File: src/rtl/paralelo_serial_tx.sv
// Transmit end of the PHY serial link: serializes parallel words MSB-first, comma fill when idle.
// Latency: MSB of a word loaded at edge t is on data_out right after edge t; LSB after t+WIDTH-1.
// Backpressure: no stall; a word is taken only on a load edge flagged by ready_out, otherwise comma.
//
// Ports:
//   clk            single clock, all logic on posedge
//   reset          asynchronous, active-low; clears all state at once
//   data_in        parallel word, sampled only on a load edge
//   valid_in       data_in holds a word to send, sampled only on a load edge
//   data_out       serial line (registered)
//   ready_out      next posedge is a load edge that accepts data (decode of registers)
//   data_frame_out 1 while data_out carries a user word (registered)
//   sync_done      1 once the comma preamble has finished (registered)
module paralelo_serial_tx #(
  parameter int               WIDTH    = 8,
  parameter logic [WIDTH-1:0] IDLE_SYM = 8'hBC,
  parameter int               N_SYNC   = 4
) (
  input  logic             clk,
  input  logic             reset,
  input  logic [WIDTH-1:0] data_in,
  input  logic             valid_in,
  output logic             data_out,
  output logic             ready_out,
  output logic             data_frame_out,
  output logic             sync_done
);

  localparam int CW = (WIDTH > 1) ? $clog2(WIDTH) : 1;
  // One extra value of headroom so N_SYNC==1 still yields a legal width.
  localparam int SW = $clog2(N_SYNC + 1);
  localparam logic [CW-1:0] LAST_BIT = CW'(WIDTH - 1);
  localparam logic [SW-1:0] LAST_SYNC = SW'(N_SYNC - 1);

  typedef enum logic {
    ST_SYNC,
    ST_RUN
  } state_t;

  state_t           r_state;
  logic [CW-1:0]    r_cnt;
  logic [SW-1:0]    r_sync_cnt;
  logic [WIDTH-1:0] r_sreg;
  logic             r_data_out;
  logic             r_frame;
  logic             r_sync_done;

  logic             w_load;
  logic             w_take;
  logic [WIDTH-1:0] w_word;
  logic [CW-1:0]    w_bit_idx;

  assign w_load    = (r_cnt == '0);
  // Inputs only matter once the preamble is done; in SYNC every word is a comma.
  assign w_take    = (r_state == ST_RUN) && valid_in;
  assign w_word    = w_take ? data_in : IDLE_SYM;
  // Bit position sent at a non-load edge: counter k selects sreg[WIDTH-1-k].
  assign w_bit_idx = LAST_BIT - r_cnt;

  always_ff @(posedge clk or negedge reset) begin
    if (!reset) begin
      r_state     <= ST_SYNC;
      r_cnt       <= '0;
      r_sync_cnt  <= '0;
      r_sreg      <= '0;
      r_data_out  <= 1'b0;
      r_frame     <= 1'b0;
      r_sync_done <= 1'b0;
    end else begin
      r_cnt <= (r_cnt == LAST_BIT) ? '0 : r_cnt + CW'(1);

      if (w_load) begin
        // MSB goes straight out so the new word starts on the very next bit.
        r_sreg     <= w_word;
        r_data_out <= w_word[WIDTH-1];
        r_frame    <= w_take;

        if (r_state == ST_SYNC) begin
          r_sync_cnt <= r_sync_cnt + SW'(1);
          if (r_sync_cnt == LAST_SYNC) begin
            r_state     <= ST_RUN;
            r_sync_done <= 1'b1;
          end
        end
      end else begin
        r_data_out <= r_sreg[w_bit_idx];
      end
    end
  end

  assign data_out       = r_data_out;
  assign data_frame_out = r_frame;
  assign sync_done      = r_sync_done;
  assign ready_out      = (r_state == ST_RUN) && w_load;

endmodule

File: config.mk
export PLATFORM = sky130hd
export DESIGN_NAME = paralelo_serial_tx
export DESIGN_NICKNAME = d
export VERILOG_FILES = /design/src/rtl/paralelo_serial_tx.sv
export SDC_FILE = /design/constraint.sdc
export NUM_CORES = 1
export LEC_CHECK = 0
export CELL_PAD_IN_SITES_DETAIL_PLACEMENT = 0
export CELL_PAD_IN_SITES_GLOBAL_PLACEMENT = 2
export CORE_UTILIZATION = 30
export DETAILED_ROUTE_END_ITERATION = 8
export GPL_TIMING_DRIVEN = 0
export PLACE_DENSITY = 0.74
export SYNTH_ARGS = -nofsm -noshare
export SYNTH_HDL_FRONTEND = slang
export SYNTH_SLANG_ARGS = --single-unit
export TNS_END_PERCENT = 50
File: constraint.sdc
create_clock -name clk -period 1.35 [get_ports clk]
set_clock_uncertainty 0.1 [all_clocks]
set_input_delay 0.27 -clock clk [delete_from_list [all_inputs] [get_ports clk]]
set_output_delay 0.27 -clock clk [all_outputs]
set_load 0.02 [all_outputs]
Word-level counts from Yosys, hierarchy flattened:

Index checks and enable logic that the tools add are counted.

* output and inout bits: 4
* logic and storage cells: 26
* bits of input ports: 11
* register bits after elaboration: 18

* order comparisons: 1
* equal/unequal tests: 2
* mux-type cells: 7
* bitwise operators: 1
* reduce and logical (&&, ||, !) cells: 5
* add/subtract/negate cells: 3

Operator list (number)
* 2-to-1 mux 8 bit: 1
* adder 3 x 1 -> 3 bit (second input constant): 2
* less-than comparator 3 x 4 -> 1 bit (second input constant): 1
* 2-to-1 mux 1 bit: 4
* binary-select mux 1 bit (select 3 bit): 1
* == test 3 x 2 -> 1 bit (second input constant): 1
* == test 3 bit (second input constant): 1
* logical NOT 3 bit: 1
* 2-to-1 mux 3 bit: 1
* AND reduction 3 bit: 1
* subtractor 3 bit (first input constant): 1
* logical AND 1 bit: 2
* AND reduction 2 bit: 1
* inverter 1 bit: 1

Depth between registers and ports, before layout:

Gate-level depths: netlist (run 1).

* depth after elaboration: 4
* gate-level depth with buffers: 6

Least setup slack after synthesis (run 1):

OpenSTA, ideal clock, no wires.

* path kind: reg-to-output
* from: register r_cnt[0]
* to: output ready_out
* arrival time: 1218 ps
* slack: -238 ps
* stages on the path, launching flop included: 6
* data required time: 980 ps
* cell sequence: dfrtp_1 > inv_1 > ha_1 > nor2b_4 > buf_6 > and2_1

* word-level cells in the longest chain between the ends: 2

RTL lines
* start: declaration: RTL line 41 `logic [CW-1:0] r_cnt;`
* start signal: assignment: RTL line 70 `r_cnt <= (r_cnt == LAST_BIT) ? '0 : r_cnt + CW'(1);`
* logical NOT 3 bit: RTL line 53 `assign w_load = (r_cnt == '0);`
* logical AND 1 bit: RTL line 94 `assign ready_out = (r_state == ST_RUN) && w_load;`
* end: declaration: RTL line 24 `output logic ready_out,`

No other way between the ends.

Worst setup path after layout (run 1):

* from: register r_cnt[1]
* to: output ready_out

Same word-level chain as after synthesis.

==> results of run 1 <==
==> synth_stat cells <==
cell and count:
nor2b_1 1, nor2b_4 1, mux2i_1 1, nor2_1 3
nand3_1 2, nor2_4 1, inv_1 3, o21bai_1 1
nand3_4 1, mux2_4 1, ha_1 5, mux2_2 2
nand2_1 7, xor2_1 1, buf_6 1, and2_1 1
nand2b_4 1, a22o_1 3, nand4_2 1, o21ai_1 1
mux4_2 1, o22a_1 4, dfrtp_1 18, nand2b_1 1
==> logic make-up (layout without fill, tap and decap cells) <==
group                    after synthesis  count (layout)  synth area share, %
adder cells (fa/ha/maj)                5               5                7.599
AO/OA/AOI/OAI                          9               9                8.966
buffers and inverters                  4              31                2.735
multiplexers                           5               5                8.510
flip-flops                            18              18                54.71
XOR/XNOR                               1               1                1.064
AND/OR/NAND/NOR                       20              20                16.41
==> timing repair <==
item | in CTS | in global routing
buffers inserted | 8 | 3
setup endpoints to repair | 13 | 19
gates resized for setup | 20 | 7
pin swaps | 4 | 5
==> power by group <==
part           internal (mW)  switching, mW  leakage [nW]
combinational         0.0434         0.0297         0.277
sequential             0.554        0.00788         0.202
clock                  0.164          0.175        0.0210
total                  0.762          0.213         0.500
==> metal layers <==
layer / up-vias / global-route usage (%) / share of wire [%]
li1: 273 / - / -
met1: 271 / 17.18 / 48
met2: 14 / 19.92 / 45
met3: 4 / 5.000 / 5.3
met4: 0 / 5.128 / 1.6
met5: - / 0 / 0
==> sequential cells by signal (all words and copies together), names as in the netlist <==
| name | count |
|---|---|
| r_sreg | 8 |
| sync_done | 1 |
| r_cnt | 3 |
| r_sync_cnt | 3 |
| r_state | 1 |
| data_out | 1 |
| data_frame_out | 1 |
==> final cells by class <==
type                       instances  area share, %
multi-input combinational         40          34.14
inverter                           3         0.9879
tap                               30          3.293
timing repair buffer              24          18.66
sequential                        18          39.74
clock buffer                       4          3.183
==> worst max-delay path: stages (launching register included) <==
cell and delay (ns):
dfrtp_2 0.42, inv_2 0.07, ha_4 0.12, nor2b_4 0.17
and2_4 0.15, buf_6 0.11
==> per-stage QoR <==
step | std cells | utilization [%] | power, mW | setup slack, ns
after global placement | 106 | 39.92 | 0.6469 | -0.7183
after floorplan | 62 | - | 0.5950 | -0.08099
final | 119 | 44.79 | 0.9745 | -0.3567
after detailed placement | 106 | 39.92 | 0.6486 | -0.7306
after CTS | 118 | 44.59 | 0.9946 | -0.4306
after global routing | 119 | 44.79 | 1.025 | -0.4190
==> worst paths after layout <==
path,from,to
worst max-delay path,r_cnt[1],ready_out
worst min-delay path,reset,r_sreg[5]
worst max register to register,r_cnt[1],r_sreg[2]
worst min register to register,sync_done,sync_done
max in group asynchronous,reset,r_cnt[1]
min in group clk,sync_done,sync_done
==> flow_summary.toml, run 1 <==
[layout]
seqCellArea_sq_um = 452.9
layout_commonest_cell = "dfrtp_1"
num-nets-final = 106
final_area_sq_um = 1140
num-fill-cells = 249
final_cell_mix = "dfrtp_1, clkdlybuf4s50_1, buf_4"
layout-area-overhead-vs-synth_pct = 38.45
final_layout_size_suffix_gt1_share_pct = 41.57
num_antenna_cells = 0
multi_input_area_sq_um = 389.1

[synth]
yosysTopAreaCell = "dfrtp_1"
synth_top_area_share_pct = 54.71
seq_area_frac_synth_pct = 54.71
netlist_area_sq_um = 823.3
ys_top_cells_by_area = "dfrtp_1, ha_1, o22a_1, nand2_1, a22o_1"
ys_ff_latch = 18
syn_area_per_cell_sq_um = 13.28
syn_inst = 62
yosysWarnings = 0
yosysUniqueCellTypes = 24
synthesis.nets = 78

[route]
vias = 562
drtAntennaViolNets = 0
drtIter0Drc = 5
wl_per_cell_um = 13.47
wirelength_um = 1603
drc_errors = 0
firstDrtPassIters = 4
via_per_inst = 4.723

[sta]
setup_violations = 10
relSlewSlack_pct = 46.35
fmaxAchievable_ghz = 0.5859
tns_ns = -1.224
timing.final.ws_setup_ns = -0.3567
worst_pin_slew_ns = 0.8022
hold_violations = 0
rsz0062_at_grt = "yes"
min_period_ns = 1.707
drv_slew = 0
whs_ns = 0.3250
period_share_pct = 126.4

[power]
leakage_nw = 0.4998
max-vdd-ir-drop_uv = 497.7
cellPowerDensity_nw_per_um2 = 854.9

[grt]
grt_usage_pct = 13.29
grt-ovfl-total = 0
grt_pass1_vias = 590
grt_max_degree = 19
antenna_found_initial = 0
grt_first_pass_wirelength_um = 2622

[run_status]
violations = "negative setup slack"
status = "finished, violations left"

[floorplan]
die_h_um = 54.39
fp.dieW_um = 54.39
dieArea_sq_um = 2958
rows = 18
core_area_sq_um = 2545
start_util_pct = 32.35
io_pins = 15

[clocking]
clkTransAtPathRegs_ns = 0.10
clk_path_buf_depth = 2
cts_sinks = 18
cts_max_level = 1
clk_latency_ns = 0.30
numCtsBuffers = 3
cts-root-buf = "clkbuf_4"
cts_tree = "built"
hold_buffers = 0

[placed_design]
dp_hpwl_um = 1094
placed_area_sq_um = 1016
place_congestion = 0.7070
port_buffers = 14

[critical_path]
crit_arrival_ns = 1.34
critPathCaptureType = "primary output"
worstSetupPathType = "flop to primary output"
r2r_slack_ns = -0.14
crit_fanout = 2
r2r_cells = 7
cp-start-kind = "flop"
required_ns = 0.98

[flow_run]
drv_cap = 0

[hold_path]
hold_class = "input pin to asynchronous set/reset pin"
Power figures use the tool's default switching activity.
==> run 2: changes to the inputs <==
Settings changed: CORE_UTILIZATION 30 to 33, PLACE_DENSITY 0.74 to 0.77.
Clock period 1.35 ns to 1.7 ns, I/O delays scaled along.
==> run 2 against run 1 <==
Effect of this change: critical path type unchanged; clock power down 38%; sequential share of layout area up 2.8 points; die area down 8.8%; critical endpoint unchanged; combinational power down 22%; highest routed layer unchanged; the flow still finishes with violations (negative setup slack).
==> flow_summary.toml, run 2 (synthesis gave the netlist of run 1 again) <==
[sta]
relSlewSlack_pct = 45.33
tns_ns = -0.05947
whs_ns = 0.3828
drv_slew = 0
rsz0062_at_grt = "yes"
timing.final.ws_setup_ns = -0.05947
setup_violations = 1
period_share_pct = 103.5
worst_pin_slew_ns = 0.8175
hold_violations = 0
fmaxAchievable_ghz = 0.5684
min_period_ns = 1.759

[route]
drtIter0Drc = 5
firstDrtPassIters = 4
wirelength_um = 1559
via_per_inst = 5.027
drtAntennaViolNets = 0
drc_errors = 0
wl_per_cell_um = 14.05
vias = 558

[placed_design]
dp_hpwl_um = 1080
port_buffers = 14
placed_area_sq_um = 998.5
pre_cts_slack_ns = -0.5506
place_congestion = 0.6624

[layout]
final_layout_size_suffix_gt1_share_pct = 28.92
num_antenna_cells = 0
largest_reg_flops = 8
layout_commonest_cell = "dfrtp_1"
largestRegisters = "r_sreg x8, r_cnt x3, r_sync_cnt x3"
num-fill-cells = 216
largest-register = "r_sreg"
layout-area-overhead-vs-synth_pct = 29.48
final_area_sq_um = 1066
num-nets-final = 101
final_cell_mix = "dfrtp_1, clkdlybuf4s50_1, nand2_1"

[floorplan]
rows = 17
fp.dieW_um = 51.95
die_h_um = 51.95
start_util_pct = 36.17
io_pins = 15
dieArea_sq_um = 2699
core_area_sq_um = 2276

[critical_path]
cp-start-kind = "flop"
worstSetupPathType = "flop to primary output"
crit_arrival_ns = 1.32
critPathCaptureType = "primary output"
r2r_cells = 6
required_ns = 1.26
crit_fanout = 2

[grt]
antenna_found_initial = 0
grt_first_pass_wirelength_um = 2691
grt_max_degree = 19
grt_usage_pct = 14.50
grt-ovfl-total = 0
grt_pass1_vias = 589

[flow_run]
drv_cap = 0

[run_status]
violations = "negative setup slack"
status = "finished, violations left"

[power]
power.internal_mw = 0.5580
leakage_nw = 0.4672
p_clk_share_pct = 29.4
switching_power_mw = 0.1551
power.total_mw = 0.7132
sequentialPowerShare_pct = 62.5
switching_share_pct = 21.75
comb_power_share_pct = 8.0
cellPowerDensity_nw_per_um2 = 669.0
max-vdd-ir-drop_uv = 355.6

[clocking]
clkTransAtPathRegs_ns = 0.10
clk_latency_ns = 0.29
cts_tree = "built"
numCtsBuffers = 3
cts_sinks = 18
clk_path_buf_depth = 2
cts_max_level = 1
cts-root-buf = "clkbuf_4"

[hold_path]
hold_class = "flop to flop"
whs_path_depth = 2
==> run 2: stage by stage <==
step / instances / util [%]
finish: 111 / 46.84
global route: 111 / 46.84
CTS: 111 / 46.89
detailed placement: 104 / 43.87
global placement: 104 / 43.87
floorplan: 62 / -
==> run 2: area by class of cell <==
cell class	instances	area [sq um]	share of cell area, %
inverters	3	11.26	1.056
clock buffers	3	22.52	2.113
well taps	28	35.03	3.286
flip-flops and latches	18	452.9	42.49
multi-input cells	40	365.4	34.27
repair buffers	19	178.9	16.78
==> run 2: final timing paths <==
kind | to | from | slack [ns]
min in group asynchronous | r_sreg[7] | reset | 0.41
max in group asynchronous | r_cnt[1] | reset | 0.54
worst min register to register | data_frame_out | data_frame_out | 0.38
worst max register to register | r_sync_cnt[1] | r_cnt[1] | 0.20
worst max-delay path | ready_out | r_cnt[1] | -0.06
worst min-delay path | data_frame_out | data_frame_out | 0.38
==> run 2: per-layer routing <==
metal | routed length [um] | global-route usage [%] | part of all wire (%) | vias up
li1 | - | - | - | 263
met1 | 696 | 17.78 | 45 | 275
met2 | 746 | 22.22 | 48 | 16
met3 | 86 | 3.801 | 5.5 | 4
met4 | 30 | 9.459 | 1.9 | 0
met5 | 0 | 0 | 0 | -
==> run 2: repair_timing <==
action,4_1_cts,5_1_grt
resized for setup,15,1
pin swaps,1,0
setup endpoints to repair,3,2
hold buffers,0,0
setup buffers,4,1
==> run 2: critical path: stages (launching register included) <==
cell	delay (ns)
dfrtp_2	0.43
inv_2	0.07
ha_4	0.13
nor2b_4	0.14
and2_4	0.15
buf_6	0.11
==> run 2: power groups by stage <==
stage | registers [mW] | clock network [mW] | logic (mW)
6_report | 0.446 | 0.210 | 0.0573
4_1_cts | 0.446 | 0.224 | 0.0589
3_3_place_gp | 0.455 | 0 | 0.0587
3_5_place_dp | 0.455 | 0 | 0.0594
2_1_floorplan | 0.456 | 0 | 0.0168
5_1_grt | 0.448 | 0.241 | 0.0626
==> run 3: changes to the inputs <==
Settings changed: GPL_TIMING_DRIVEN 0 to not set.
==> run 3 against run 2 <==
Effect of this change: sequential power barely moved; first-iteration DRC count is 20% lower; via count increased by 2.2%; global-route usage about the same; sequential share of layout area shrank 2.1 points; total power grew 8.1%; non-clock buffer count up 5; the run still ends with negative setup slack left; final area is 4.6% higher; largest power group unchanged.
==> flow_summary.toml, run 3 (synthesis gave the netlist of run 1 again) <==
[critical_path]
crit_start = "r_cnt[0]"
path_cells = "inv_2 > ha_4 > nor2b_4 > and2_4 > buf_6"
path_buf_inv = 2
worstSetupPathType = "flop to primary output"
crit_path_max_incr_delay_ns = 0.41
critPathCaptureType = "primary output"
r2r-end = "r_sreg[3]"
r2r_slack_ns = 0.09
crit_fanout = 2
r2r-start = "r_cnt[0]"
slowest_stage = "dfrtp_1"
cp-start-kind = "flop"
cp.depth = 5
crit_arrival_ns = 1.30
r2r_cells = 8
required_ns = 1.26
cp-endpoint = "ready_out"
cp_top_family = "flip-flops"

[route]
via_per_inst = 4.872
drtAntennaViolNets = 0
wirelength_um = 1607
wl_per_cell_um = 13.74
firstDrtPassIters = 3
vias = 570
drtIter0Drc = 4
drc_errors = 0

[power]
sequentialPowerShare_pct = 57.9
p_clk_share_pct = 34.5
cellPowerDensity_nw_per_um2 = 691.7
comb_power_share_pct = 7.6
leakage_nw = 0.5017
power.internal_mw = 0.6076
switching_power_mw = 0.1635
max-vdd-ir-drop_uv = 455.5
switching_share_pct = 21.20

[sta]
fmaxAchievable_ghz = 0.5761
drv_slew = 0
hold_violations = 0
tns_ns = -0.03595
setup_violations = 1
min_period_ns = 1.736
rsz0062_at_grt = "yes"
relSlewSlack_pct = 84.49
timing.final.ws_setup_ns = -0.03595
worst_pin_slew_ns = 0.2326
period_share_pct = 102.1

[grt]
antenna_found_initial = 0
grt_usage_pct = 14.45
grt_pass1_vias = 614
grt_max_degree = 19
grt-ovfl-total = 0
grt_first_pass_wirelength_um = 2760

[floorplan]
start_util_pct = 36.17
dieArea_sq_um = 2699
rows = 17
io_pins = 15
fp.dieW_um = 51.95
die_h_um = 51.95
core_area_sq_um = 2276

[placed_design]
place_congestion = 0.7910
dp_hpwl_um = 1186
pre_cts_slack_ns = -0.2281
port_buffers = 14
dp_cells = 110

[run_status]
status = "finished, violations left"
violations = "negative setup slack"

[layout]
layout-area-overhead-vs-synth_pct = 35.41
largestRegisters = "r_sreg x8, r_cnt x3, r_sync_cnt x3"
fin_util_pct = 48.98
layout_commonest_cell = "dfrtp_1"
largest-register = "r_sreg"
final_cell_mix = "dfrtp_1, clkdlybuf4s50_1, buf_4"
finalNonFillerCells = 117
num_antenna_cells = 0
final_layout_size_suffix_gt1_share_pct = 31.46
num-nets-final = 106
largest_reg_flops = 8

[clocking]
numCtsBuffers = 3
cts_sinks = 18
hold_buffers = 0
cts_tree = "built"
cts-root-buf = "clkbuf_4"
clk_latency_ns = 0.29
clk_path_buf_depth = 2
clkTransAtPathRegs_ns = 0.11
cts_max_level = 1

[hold_path]
hold_class = "input pin to asynchronous set/reset pin"

[flow_run]
drv_cap = 0
## run 3: changes by cell type in the layout (fill, tap and decap cells not counted)
| cell | before | now |
|---|---|---|
| dfrtp_1 | 16 | 18 |
| dfrtp_2 | 2 | 0 |
| buf_4 | 5 | 10 |
| clkbuf_8 | 0 | 1 |
## run 3: layout make-up
class	count	area, sq um
inverters	3	11.26
multi-input cells	40	365.4
clock buffers	4	36.28
flip-flops and latches	18	450.4
fillers	216	1161
well taps	28	35.03
repair buffers	24	216.5
## run 3: per-stage QoR
stage                     power (mW)  hold slack, ns  area, sq um
final                         0.7711          0.2654         1115
after global routing          0.8152          0.2735         1115
after CTS                     0.7843          0.2672         1105
after detailed placement      0.5160          0.3709         1040
after global placement        0.5151          0.3582         1040
after floorplan               0.4727        -0.05559        823.3
## run 3: how the worst min path moves through the flow
stage | startpoint | slack [ns] | cells after the start | to
2_1_floorplan | reset | -0.06 | 0 | data_frame_out
3_3_place_gp | sync_done | 0.36 | 1 | sync_done
3_5_place_dp | r_sreg[7] | 0.37 | 2 | r_sreg[7]
4_1_cts | reset | 0.27 | 2 | r_cnt[1]
5_1_grt | reset | 0.27 | 2 | r_cnt[1]
6_report | reset | 0.27 | 2 | data_frame_out
## run 3: worst reg2reg max path, stage by stage (launching register included)
cell,delay [ns]
dfrtp_1,0.41
inv_2,0.08
ha_4,0.13
nor2b_4,0.14
buf_4,0.10
buf_4,0.09
buf_4,0.15
nand3_4,0.11
o22a_1,0.19
## run 3: routing by layer
layer / global-route usage [%] / routed length [um]
met1: 17.61 / 695
met2: 23.72 / 813
met3: 6.140 / 87
met4: 2.703 / 10
met5: 0 / 0
## run 3: power groups by stage
stage               Clock, mW  Combinational, mW  Sequential (mW)
CTS                     0.277             0.0606            0.446
floorplan                   0             0.0168            0.456
global placement            0             0.0605            0.455
global route            0.301             0.0656            0.448
finish                  0.266             0.0589            0.446
detailed placement          0             0.0610            0.455
## run 3: repair_timing
action / CTS / global route
pin swaps: 2 / 0
gates cloned: 0 / 0
resized for setup: 13 / 1
buffers inserted: 2 / 1
endpoints found under the setup margin: 3 / 2
